$ cat src/rtl/alu_exec_stage.sv
// alu_exec_stage: registered execute-stage ALU with valid/ready input and a 2-entry result FIFO
module alu_exec_stage #(
  parameter int WIDTH = 32
) (
  input  logic             clk,
  input  logic             rst_n,
  input  logic             in_valid,
  output logic             in_ready,
  input  logic [2:0]       in_alu_control,
  input  logic [WIDTH-1:0] in_src_a,
  input  logic [WIDTH-1:0] in_src_b,
  output logic             out_valid,
  input  logic             out_ready,
  output logic [WIDTH-1:0] out_result,
  output logic             out_zero,
  output logic             out_overflow,
  output logic             out_illegal
);
  localparam int EW = WIDTH + 3;
  logic [WIDTH-1:0] sum, diff, res;
  logic             add_ov, sub_ov, slt, ovf, ill, push, pop;
  logic [EW-1:0]    entry, head;
  logic [EW-1:0]    mem_q [2];
  logic [EW-1:0]    mem_d [2];
  logic             wptr_q, wptr_d, rptr_q, rptr_d;
  logic [1:0]       cnt_q, cnt_d;

  assign in_ready  = rst_n && (cnt_q != 2'd2);
  assign out_valid = cnt_q != 2'd0;
  assign push      = in_valid && in_ready;
  assign pop       = out_valid && out_ready;

  // Compute result and flags for the operation presented at the input
  always_comb begin
    sum    = in_src_a + in_src_b;
    diff   = in_src_a - in_src_b;
    add_ov = (in_src_a[WIDTH-1] == in_src_b[WIDTH-1]) && (sum[WIDTH-1] != in_src_a[WIDTH-1]);
    sub_ov = (in_src_a[WIDTH-1] != in_src_b[WIDTH-1]) && (diff[WIDTH-1] != in_src_a[WIDTH-1]);
    slt    = diff[WIDTH-1] ^ sub_ov;
    res    = in_alu_control == 3'b000 ? sum :
             in_alu_control == 3'b001 ? diff :
             in_alu_control == 3'b010 ? in_src_a & in_src_b :
             in_alu_control == 3'b011 ? in_src_a | in_src_b :
             in_alu_control == 3'b101 ? {{(WIDTH-1){1'b0}}, slt} : '0;
    ovf    = in_alu_control == 3'b000 ? add_ov : in_alu_control == 3'b001 ? sub_ov : 1'b0;
    ill    = in_alu_control[2] && (in_alu_control != 3'b101);
    entry  = {res, res == '0, ovf, ill};
  end

  // FIFO next state: write at wptr on push, advance rptr on pop
  always_comb begin
    mem_d = mem_q;
    if (push) mem_d[wptr_q] = entry;
    wptr_d = wptr_q ^ push;
    rptr_d = rptr_q ^ pop;
    cnt_d  = cnt_q + {1'b0, push} - {1'b0, pop};
  end

  // FIFO state registers; reset discards every stored entry
  always_ff @(posedge clk or negedge rst_n) begin
    if (!rst_n) begin
      mem_q  <= '{default: '0};
      wptr_q <= 1'b0;
      rptr_q <= 1'b0;
      cnt_q  <= 2'd0;
    end else begin
      mem_q  <= mem_d;
      wptr_q <= wptr_d;
      rptr_q <= rptr_d;
      cnt_q  <= cnt_d;
    end
  end

  assign head = out_valid ? mem_q[rptr_q] : '0;
  assign {out_result, out_zero, out_overflow, out_illegal} = head;
endmodule

$ cat config.mk
export PLATFORM = sky130hd
export DESIGN_NAME = alu_exec_stage
export DESIGN_NICKNAME = d
export VERILOG_FILES = /design/src/rtl/alu_exec_stage.sv
export SDC_FILE = /design/constraint.sdc
export NUM_CORES = 1
export LEC_CHECK = 0
export CORE_ASPECT_RATIO = 0.7
export CORE_MARGIN = 1.5
export CORE_UTILIZATION = 43
export CTS_CLUSTER_SIZE = 40
export DETAILED_ROUTE_END_ITERATION = 7
export GPL_ROUTABILITY_DRIVEN = 0
export PLACE_DENSITY = 0.63
export SLEW_MARGIN = 0
export SYNTH_ARGS = -nofsm -noshare
export SYNTH_HDL_FRONTEND = slang
export SYNTH_SLANG_ARGS = --single-unit
$ cat constraint.sdc
create_clock -name clk -period 3.2 [get_ports clk]
set_input_delay 0.64 -clock clk [delete_from_list [all_inputs] [get_ports clk]]
set_output_delay 0.64 -clock clk [all_outputs]
set_load 0.05 [all_outputs]
==> reports/results.md <==
| Metric | Reported |
|---|---|
| Fraction of synthesis flops using an asynchronous set or reset pin | 100% |
| Input/output buffers | 107 |
| Required time at the worst-slack endpoint | 3.46 ns |
| Part of the Yosys area used for sequential elements | 20.8% |
| Total Die Area | 21600 sq um |
| Cell class contributing the biggest share of worst-path delay | simple AND/OR/NAND/NOR gates |
| Worst-case setup margin in the final layout | -0.890 ns |
| Number of max-slew violations in the final report | 0 |
| Worst skew pair latency | 0.33 ns |
| Initial cell density of the core | 44.4% |
| CTS tree | built |
| Die width | 175 um |
| Final nets | 1782 |
| Maximum number of pins on one net before global-route repair | 75 |
| Unrepaired setup endpoints after global routing | true |
| Uppermost routed layer | met4 |
| Highest Clock Rate | 244 MHz |
| Portion of synthesized cell area occupied by the leading cell type | 20.8% |
| Half-perimeter wire length after detailed placement | 26300 um |
| Synth-to-layout area growth | 64.4% |
| Kind of critical path | in -> reg |
| Global-route usage over all layers | 32.2% |
| Worst VDD drop | 0.438 mV |
| Data arrival time of the worst path | 4.35 ns |
| Antenna cell count | 0 |
| Detailed-routing iteration count for the pre-antenna-repair pass | 6 |
| Final setup violation count | 12 |
| Routed wire length on met3 | 3460 um |
| Worst setup skew after layout | 0.00780 ns |
| Antenna violations before repair | 0 |
| Total standard cell area after synthesis | 8910 sq um |
| Instance count of the mapped netlist | 1174 |
| TritonCTS Sinks | 74 |
| Cell count after placement | 1816 |
| Most common library cells after synthesis | sky130_fd_sc_hd__nor2_1 (148), sky130_fd_sc_hd__a21oi_1 (122), sky130_fd_sc_hd__inv_1 (105) |
| Flop2flop setup slack | 1.19 ns |
| Clock root buffer master | sky130_fd_sc_hd__clkbuf_16 |
| PD cells | 544 nW/um^2 |
| Largest cells by area after synthesis | sky130_fd_sc_hd__dfrtp_1 (21%), sky130_fd_sc_hd__ha_1 (14%), sky130_fd_sc_hd__a21oi_1 (6.9%), sky130_fd_sc_hd__nor2_1 (6.2%), sky130_fd_sc_hd__mux2i_1 (5.1%) |
| Crit path time final | 4.09 ns |
| Synth Net Count | 1347 |
| Number of I/O pins | 108 |
| Post-Layout Inst Area | 14600 sq um |
| # fillers | 1546 |
| Global-route wire length before repair | 54700 um |
| Post-synth EDFFs | 0 |
| Slowest cell on the critical path | sky130_fd_sc_hd__or4_4 |
| Die Y | 123 um |
| Instance area at placement | 12900 sq um |
| Peak per-stage delay on the critical path | 0.44 ns |
| Share of final-layout standard cells stronger than drive strength 1 | 42.5% |
| Maximum fanout count along the critical path | 2 |
| Library cell with the highest instance count after synthesis | sky130_fd_sc_hd__nor2_1 |
| Cell leakage power | 6.77 nW |
| Met2 WL post-DR | 15000 um |
| Synthesis-stage register bit count | 74 |
| Worst-Margin Slew | 0.939 ns |
| H-tree depth | 3 |
| Count of nets left with antenna violations after detail routing | 0 |
| Routed length per instance | 18.6 um |
| Std cell rows | 43 |
| Run status | finished with violations |
| Cell type contributing the most total cell area after synthesis | sky130_fd_sc_hd__dfrtp_1 |
| CP Cell Sequence | buf_2 -> inv_2 -> ha_4 -> nor4_4 -> buf_4 -> and3_4 -> a211oi_2 -> nand2_2 -> a31oi_2 -> nor2_1 -> nor2_1 -> nor2_1 -> nor2_1 -> fa_2 -> a31oi_4 -> nand3b_1 -> or4_1 -> or4_4 -> nor4_4 -> nand4b_1 -> o22ai_1 |
| Type of element capturing the critical path | flop |
| Number of buffers between clock root and the deepest sink | 2 |
| Residual DRC | 0 |
| Number of violations of the max-capacitance limit | 0 |
| Most frequent CP cell | sky130_fd_sc_hd__nor2_1 |
| Final Routed Wirelength | 35100 um |
| Total of hold buffers inserted after clock tree synthesis | 0 |
| Average cell area after synthesis | 7.59 sq um |
| Sum of routed wire segments on met1 | 15600 um |
| DR iter-0 viols | 1332 |
| Number of buffers and inverters on the critical path | 3 |
| Remaining Overflow, GRT | 0 |
| Post-route fraction of the period consumed by the critical path | 128% |
| Kind of launch point of the worst setup path | input pin |
| Number of warning messages in the yosys log | 0 |
| Vias in the first global route | 10300 |
| Final std cells w/o fill | 1884 |
| Violations in the final reports | negative setup slack |
| DR vias/cell | 5.79 |
| Number of buffers created by CTS | 9 |
| Total number of vias | 10900 |
| Slew margin rel. | 37.4% |
| Most used flip-flop cell after synthesis | sky130_fd_sc_hd__dfrtp_1 |
| Std-Cell Core Area | 20100 sq um |
| Number of distinct standard cells referenced by the synthesized netlist | 80 |
| Final Hold Vio Count | 0 |
| Path category of the worst min-delay check | reg -> reg |
| Clock transition at the registers of the reported paths | 0.06 ns |
## worst register-to-register path: cells and delay by family, from the launching register on
family        cells  cell delay, ns
fa+ha+maj         2            0.47
flops             1            0.41
buf+inv           3            0.46
xor+xnor          2            0.30
simple gates      2            0.28
## per-layer routing
| metal | vias to the layer above | track usage (%) |
|---|---|---|
| li1 | 5085 | - |
| met1 | 5152 | 45.0 |
| met2 | 588 | 49.6 |
| met3 | 89 | 6.33 |
| met4 | 0 | 11.1 |
| met5 | - | 0 |
## logic make-up after synthesis
| group | count (synthesis) | synth area share [%] |
|---|---|---|
| AND/OR/NAND/NOR | 373 | 20.0 |
| multiplexers | 79 | 9.36 |
| flip-flops | 74 | 20.8 |
| AO/OA/AOI/OAI | 353 | 25.7 |
| XOR/XNOR | 21 | 2.07 |
| buffers and inverters | 172 | 7.53 |
| adder cells (fa/ha/maj) | 102 | 14.6 |
## cell usage in the layout (no fill, tap or decap), drive strengths merged, types with 13 or more instances in the layout
cell           synthesis  routed
nor4                  20      20
clkdlybuf4s50          0      51
ha                    99      99
a21o                  17      17
o31ai                 18      18
nand2                 75      75
a31oi                 17      17
dfrtp                 74      74
nor2                 148     148
mux2i                 45      45
nor3                  21      21
o21ai                 56      56
buf                   21     423
clkbuf                43      15
mux2                  34      34
nand3                 20      20
inv                  108     108
xnor2                 13      13
a211oi                21      21
nor2b                 14      14
a21oi                122     122
## area by class of cell
type | instances | area, sq um | area share, %
Clock buffer | 12 | 267 | 1.82
Clock inverter | 4 | 72.6 | 0.496
Inverter | 108 | 463 | 3.16
Multi-Input combinational cell | 928 | 7560 | 51.6
Sequential cell | 74 | 1850 | 12.7
Tap cell | 270 | 338 | 2.31
Timing Repair Buffer | 488 | 4090 | 27.9
## report_power, final
group	switching [W]	internal, W	leakage, nW
clock network	0.000372	0.000744	0.165
registers	0.000277	0.00138	0.899
logic	0.00304	0.00214	5.71
## through the flow
stage               worst slack, ns  TNS [ns]  hold slack, ns  util, %  power (W)
global route                  -1.07     -5.33           0.519     72.9    0.00839
finish                       -0.890     -3.65           0.505     72.9    0.00796
detailed placement            -1.88    -44.26           0.495     64.3    0.00646
CTS                          -0.830     -2.87           0.507     71.1    0.00782
global placement              -1.71    -41.99           0.489     64.3    0.00635
floorplan                    -0.919     -2.78           0.344        -    0.00465
## flip-flops by register name, indices dropped and copies added, names as in the netlist
name,cells
cnt_q,2
mem_q,70
rptr_q,1
wptr_q,1
## path summary, 6_finish.rpt
path	startpoint	end	cells past startpoint
max	in_src_b[9]	mem_q[37]$_DFFE_PN0P_	21
min	mem_q[16]$_DFFE_PN0P_	mem_q[16]$_DFFE_PN0P_	1
max reg2reg	cnt_q[1]$_DFF_PN0_	cnt_q[1]$_DFF_PN0_	9
min reg2reg	mem_q[16]$_DFFE_PN0P_	mem_q[16]$_DFFE_PN0P_	1
max in group asynchronous	rst_n	rptr_q$_DFF_PN0_	2
min in group asynchronous	rst_n	mem_q[10]$_DFFE_PN0P_	2
## repair_timing
action                                  CTS  global route
resized for setup                       383            79
endpoints found under the setup margin   56            35
pin swaps                                63            27
buffers inserted                         43            19
cloned                                    0             0
Note: power is estimated with default switching activity, not from simulation.
